### src/rtl/saida_tracer.sv
// saida_tracer
//   Watches the CODE_W-bit state code from the upstream FSM and logs every
//   change as an {code, interval} entry in a DEPTH-entry FIFO drained through
//   a valid/ready port. Also pulses seq_hit one cycle after the event
//   sequence 5, 6, 3.
//
// Ports
//   clk        : sole clock, rising edge
//   reset      : synchronous, active-high
//   saida      : incoming state code, sampled when en=1
//   en         : capture enable; en=0 freezes prev/cnt and blocks events
//   out_ready  : consumer accepts the head entry
//   out_valid  : FIFO non-empty
//   out_code   : head entry code (0 when empty)
//   out_dt     : head entry interval in enabled cycles (0 when empty)
//   count      : number of stored entries
//   overflow   : sticky, an event was dropped on a full FIFO
//   seq_hit    : one-cycle pulse after events 5, 6, 3
module saida_tracer #(
   parameter int unsigned DEPTH  = 8,
   parameter int unsigned CODE_W = 3
) (
   input  logic                       clk,
   input  logic                       reset,
   input  logic [CODE_W-1:0]          saida,
   input  logic                       en,
   input  logic                       out_ready,
   output logic                       out_valid,
   output logic [CODE_W-1:0]          out_code,
   output logic [7:0]                 out_dt,
   output logic [$clog2(DEPTH):0]     count,
   output logic                       overflow,
   output logic                       seq_hit
);

   localparam int unsigned PTR_W = $clog2(DEPTH);
   localparam logic [PTR_W:0]    FULL_CNT = (PTR_W+1)'(DEPTH);
   localparam logic [CODE_W-1:0] CODE_5   = CODE_W'(5);
   localparam logic [CODE_W-1:0] CODE_6   = CODE_W'(6);
   localparam logic [CODE_W-1:0] CODE_3   = CODE_W'(3);

   logic [CODE_W-1:0] prev;
   logic [7:0]        cnt;
   logic [CODE_W-1:0] hist_old;   // code of the event before the last one
   logic [CODE_W-1:0] hist_new;   // code of the last event
   logic [PTR_W-1:0]  wr_ptr;
   logic [PTR_W-1:0]  rd_ptr;

   logic [CODE_W-1:0] mem_code [DEPTH];
   logic [7:0]        mem_dt   [DEPTH];

   logic       ev;
   logic       full;
   logic       pop;
   logic       push;
   logic       drop;
   logic [7:0] cnt_sat;

   always_comb begin
      ev      = en && (saida != prev);
      full    = (count == FULL_CNT);
      pop     = out_valid && out_ready;
      // a pop on a full FIFO frees the slot the new entry needs this same edge
      push    = ev && (!full || pop);
      drop    = ev && full && !pop;
      cnt_sat = (cnt == 8'hFF) ? 8'hFF : cnt + 8'd1;
   end

   always_comb begin
      out_valid = (count != '0);
      out_code  = out_valid ? mem_code[rd_ptr] : '0;
      out_dt    = out_valid ? mem_dt[rd_ptr]   : '0;
   end

   // storage needs no reset: entries are only read while counted as valid
   always_ff @(posedge clk) begin
      if (!reset && push) begin
         mem_code[wr_ptr] <= saida;
         mem_dt[wr_ptr]   <= cnt_sat;
      end
   end

   always_ff @(posedge clk) begin
      if (reset) begin
         prev     <= '0;
         cnt      <= '0;
         hist_old <= '0;
         hist_new <= '0;
         wr_ptr   <= '0;
         rd_ptr   <= '0;
         count    <= '0;
         overflow <= 1'b0;
         seq_hit  <= 1'b0;
      end else begin
         seq_hit <= 1'b0;
         if (en) begin
            prev <= saida;
            cnt  <= ev ? 8'd0 : cnt_sat;
         end
         // dropped events still advance the detector history
         if (ev) begin
            seq_hit  <= (hist_old == CODE_5) && (hist_new == CODE_6) && (saida == CODE_3);
            hist_old <= hist_new;
            hist_new <= saida;
         end
         if (push) wr_ptr <= wr_ptr + 1'b1;
         if (pop)  rd_ptr <= rd_ptr + 1'b1;
         if (push && !pop)      count <= count + 1'b1;
         else if (pop && !push) count <= count - 1'b1;
         if (drop) overflow <= 1'b1;
      end
   end

endmodule

### config.mk
export PLATFORM = sky130hd
export DESIGN_NAME = saida_tracer
export DESIGN_NICKNAME = d
export VERILOG_FILES = /design/src/rtl/saida_tracer.sv
export SDC_FILE = /design/constraint.sdc
export NUM_CORES = 1
export LEC_CHECK = 0
export BUFFER_PORTS_ARGS = -buffer_cell sky130_fd_sc_hd__buf_2
export CELL_PAD_IN_SITES_DETAIL_PLACEMENT = 1
export CELL_PAD_IN_SITES_GLOBAL_PLACEMENT = 2
export CORE_ASPECT_RATIO = 0.8
export CORE_MARGIN = 2
export CORE_UTILIZATION = 48
export CTS_BUF_LIST = sky130_fd_sc_hd__clkbuf_16
export DETAILED_ROUTE_END_ITERATION = 6
export PLACE_DENSITY_LB_ADDON = 0.1
export SYNTH_ARGS = -nofsm -noshare
export SYNTH_HDL_FRONTEND = slang
export SYNTH_SLANG_ARGS = --single-unit
### constraint.sdc
create_clock -name clk -period 8.54 [get_ports clk]
set_clock_uncertainty 0.15 [all_clocks]
set_input_delay 1.708 -clock clk [delete_from_list [all_inputs] [get_ports clk]]
set_output_delay 1.708 -clock clk [all_outputs]
set_load 0.01 [all_outputs]
# ---- Word level (Yosys, flattened, before mapping)
# Memories as Yosys holds them, arrays and structs flattened. A register that Yosys moved wholly into a read port is not among the register bits.
# Index checks and enable logic that the tools add are counted.
# Widths: inputs -> output; s select.
dict set report totals {
  inputBits 7
  wordCells 53
  ramBits 88
  register_bits 29
  memories 2
}
# memory words word_bits rd rd_clocked_by_memory_dff write_ports line
set mem_list {}
lappend mem_list {mem_dt 8 8 1 1 1 50} ;# logic [7:0] mem_dt [DEPTH];
lappend mem_list {mem_code 8 3 1 1 1 49} ;# logic [CODE_W-1:0] mem_code [DEPTH];
dict set report classes {
  n_addsub 5
  n_mux 12
  n_eq_ne 6
  reduce_logical 18
  bitwise 1
}
# op count
set ops {}
lappend ops {{$mux 8} 3}
lappend ops {{$mux 3} 5}
lappend ops {{$logic_and 1x1->1} 10}
lappend ops {{$add 8x1->8 const B} 1}
lappend ops {{$eq 8x8->1 const B} 1}
lappend ops {{$mux 4} 2}
lappend ops {{$add 3x1->3 const B} 2}
lappend ops {{$eq 3x3->1 const B} 2}
lappend ops {{$add 4x1->4 const B} 1}
lappend ops {{$eq 4x4->1 const B} 1}
lappend ops {{$logic_not 1->1} 4}
lappend ops {{$reduce_bool 4->1} 1}
lappend ops {{$sub 4x1->4 const B} 1}
lappend ops {{$eq 3x2->1 const B} 1}
lappend ops {{$ne 3x3->1} 1}
lappend ops {{$mux 1} 2}
lappend ops {{$reduce_bool 2->1} 1}
lappend ops {{$reduce_or 2->1} 1}
lappend ops {{$logic_or 1x1->1} 1}
lappend ops {{$not 1->1} 1}

# ---- Logic depth before layout (Yosys ltp)
dict set report depth {
  word_depth 8
  ltp_mapped 12
  depth_no_buf 11
}

# ---- Worst setup path after synthesis
# No wires, ideal clock.
dict set report synth_timing {
  path_type {input-to-reg}
  start {input saida[2]}
  end {register count[3]}
  setup_time_ns 0.121
  arrival_time_ns 3.768
  path_slack_ns 4.502
  stages 12
  path_cell_list {xor2_2 o31a_1 buf_6 nand2_4 inv_2 ha_1 inv_1 ha_1 a21oi_1 a211oi_1 a31oi_1 mux2_2}
}
dict set report synth_via {
  elab_chain_len 6
  elab_cells_between_ends 8
  cone_classes {eq/ne: 1; mux: 1; reduce/logical: 6}
}
# item line
set synth_rtl {}
lappend synth_rtl {{from (decl)} 25} ;# input logic [CODE_W-1:0] saida,
lappend synth_rtl {{$ne 3x3->1 (*)} 60} ;# ev = en && (saida != prev);
lappend synth_rtl {{$logic_and 1x1->1 (*)} 60}
lappend synth_rtl {{$logic_and 1x1->1 (*)} 64} ;# push = ev && (!full || pop);
lappend synth_rtl {{$logic_not 1->1} 109} ;# else if (pop && !push) count <= count - 1'b1;
lappend synth_rtl {{$logic_and 1x1->1} 109}
lappend synth_rtl {{$reduce_bool 2->1 (no line)} --}
lappend synth_rtl {{to (signal assigned)} 108} ;# if (push && !pop) count <= count + 1'b1;
lappend synth_rtl {{to (signal assigned)} 109}
lappend synth_rtl {{to (decl)} 31} ;# output logic [$clog2(DEPTH):0] count,
# Every way passes the cells marked *; elsewhere a longest branch is shown, timed or not.
# A chain may end at the register's enable or synchronous reset.

# ---- Final worst setup path
dict set report layout_timing {
  start {input saida[1]}
  end {register count[3]}
}
# Same word-level chain as after synthesis.

==> out/metrics.yaml <==
outcome: "finished clean"
min_period_ps: 4220
yosysMostFrequentCell: "edfxtp_1"
syn_inst: 321
grt.total_usage: 0.199
routed.top_layer: "met4"
finalSetupTns_ps: 0
start_util: 0.487
die-area_mm2: 0.0111
path_clk_slew_ps: 50
nets: 371
syn_area_mm2: 0.00495
crit_path_end_kind: "flip-flop"
timing.hold.ws_ps: 307
tightestPinTransition_ps: 1150
antenna_found_initial: 0
cts_buffer_depth: 2
maxCapViolations: 0
routed_via_density: 5.52
rsz0062_at_grt: "false"
drt_iter0_drc: 173
start_kind: "input port"
post-dp-hpwl_mm: 6.72
ios: 25
max_slew_margin: 0.233
grt_max_degree: 31
yosys_register_bits: 120
path_max_fanout: 12
cts_buffers: 17
clock_latency_ps: 410
dr_total_vias: 2813
period_share: 0.494
fmax_mhz: 237
grt_pass1_vias: 2889
synthFlopType: "edfxtp_1"
rows: 33
ys_seq_area_frac: 0.664
crit_required_ps: 8680
routed-wl-met2_mm: 5.11
yosys.area.top_type: "edfxtp_1"
setup_viol: 0
cp.arrival_ps: 4360
synth.top_cell.area_share: 0.534
drtAntennaViolNets: 0
wire_per_inst_um: 20.3
wl_met3_um: 255
max-vdd-ir-drop_mv: 0.148
cts_tree: "built"
synth-warning-count: 0
async_flop_share: 0
power_leakage_nw: 1.99
cts_resized: 0
antennaDiodeCount: 0
overflow: 0
synth_area_leaders: "edfxtp_1 (53%), dfxtp_1 (13%), mux4_2 (10%), mux2i_1 (3.0%), nor2_1 (2.4%)"
timing_worst_setup_path_type: "input port to flip-flop"
htree_levels: 4
ys_types: 47
hold_path_class: "flip-flop to flip-flop"
syn_nets: 335
portBuffers: 24
drive_gt1_frac: 0.254
firstDrtPassIters: 6
cts.sinks: 120
avgSynthCellArea_um2: 15.4
ctsHoldBuffers: 0
grt_pass1_wl_mm: 16.0
area_delta_synth_final_pct: 16.6
coreArea_mm2: 0.0102
yosys-top-cells-count: "edfxtp_1 (88), dfxtp_1 (32), nor2_1 (31)"
dieWidth_um: 118
hold_viol: 0
root_buffer: "clkbuf_16"
slew_viol_final: 0
post_cts_buffers: 0
synth-edff-count: 88
met1_length_mm: 4.86
drc: 0
powerDensity_mw_per_mm2: 293
wirelength_mm: 10.3
gp_congestion: 0.746
die_h_um: 94.8
==> cell type report <==
cell class	count	area (um^2)
fillers	982	4390
flip-flops and latches	120	3280
multi-input cells	180	1560
clock buffers	17	425
well taps	140	175
repair buffers	31	173
clock inverters	15	125
inverters	7	26.3
==> sequential cells by signal (all words and copies together), names as in the netlist, named ones only <==
signal    cells
mem_dt       64
mem_code     24
cnt           8
count         4
hist_new      3
hist_old      3
prev          3
rd_ptr        3
wr_ptr        3
overflow      1
seq_hit       1
==> cells in the final DEF, fill, tap and decap left out, types with 6 or more instances in the layout <==
cell type	Yosys	layout
buf_2	1	24
mux2i_1	15	15
nand3_1	8	8
edfxtp_1	88	88
a21oi_1	15	15
nand2_1	20	20
inv_1	6	12
clkbuf_16	0	17
dfxtp_1	32	32
mux4_2	22	22
nor2_1	31	31
ha_1	6	6
buf_4	2	7
==> power breakdown <==
part | internal, mW | switching [mW]
combinational | 0.169 | 0.181
sequential | 0.649 | 0.0351
clock | 0.419 | 0.238
==> metrics by stage <==
step / area [um^2] / total power, mW / utilization / std cells / worst slack (ps)
floorplan: 4950 / 0.940 / - / 321 / 4500
global route: 5770 / 1.77 / 0.568 / 510 / 4100
CTS: 5770 / 1.71 / 0.568 / 510 / 4320
detailed placement: 5220 / 1.05 / 0.514 / 478 / 3880
global placement: 5220 / 1.04 / 0.514 / 478 / 3970
finish: 5770 / 1.69 / 0.568 / 510 / 4320
==> routing by layer <==
metal,up-vias,track usage
met3,14,0.0513
li1,1300,-
met4,0,0.0904
met5,-,0
met1,1455,0.252
met2,44,0.328
==> path summary, 6_finish.rpt <==
check,slack [ps],from,depth (start not counted),end
worst min-delay path,310,hist_old[0]$_SDFFE_PP0N_,2,hist_old[0]$_SDFFE_PP0N_
worst max register to register,5530,prev[1]$_SDFFE_PP0P_,11,count[3]$_SDFFE_PP0P_
worst max-delay path,4320,saida[1],12,count[3]$_SDFFE_PP0P_
worst min register to register,310,hist_old[0]$_SDFFE_PP0N_,2,hist_old[0]$_SDFFE_PP0N_
==> worst max-delay path, stage by stage <==
cell and delay (ps):
buf_2 210, xor2_1 320, o31a_1 520, nand2_4 140, inv_2 80, ha_1 150, inv_1 90, ha_1 330
a21oi_1 190, a211oi_1 100, a31oi_1 160, mux2_2 350
==> cells by family (layout without fill, tap and decap cells) <==
family / Yosys count / count (layout) / synth area share
adders and majority gates: 7 / 7 / 0.0192
DFF: 120 / 120 / 0.664
xor gates and xnor gates: 9 / 9 / 0.0175
and+or+nand+nor: 88 / 88 / 0.0941
AOI/OAI and AO/OA: 36 / 36 / 0.0473
muxes: 40 / 40 / 0.137
buffers and inverters: 21 / 70 / 0.0210
No activity file was read; power rests on OpenSTA's default activity.
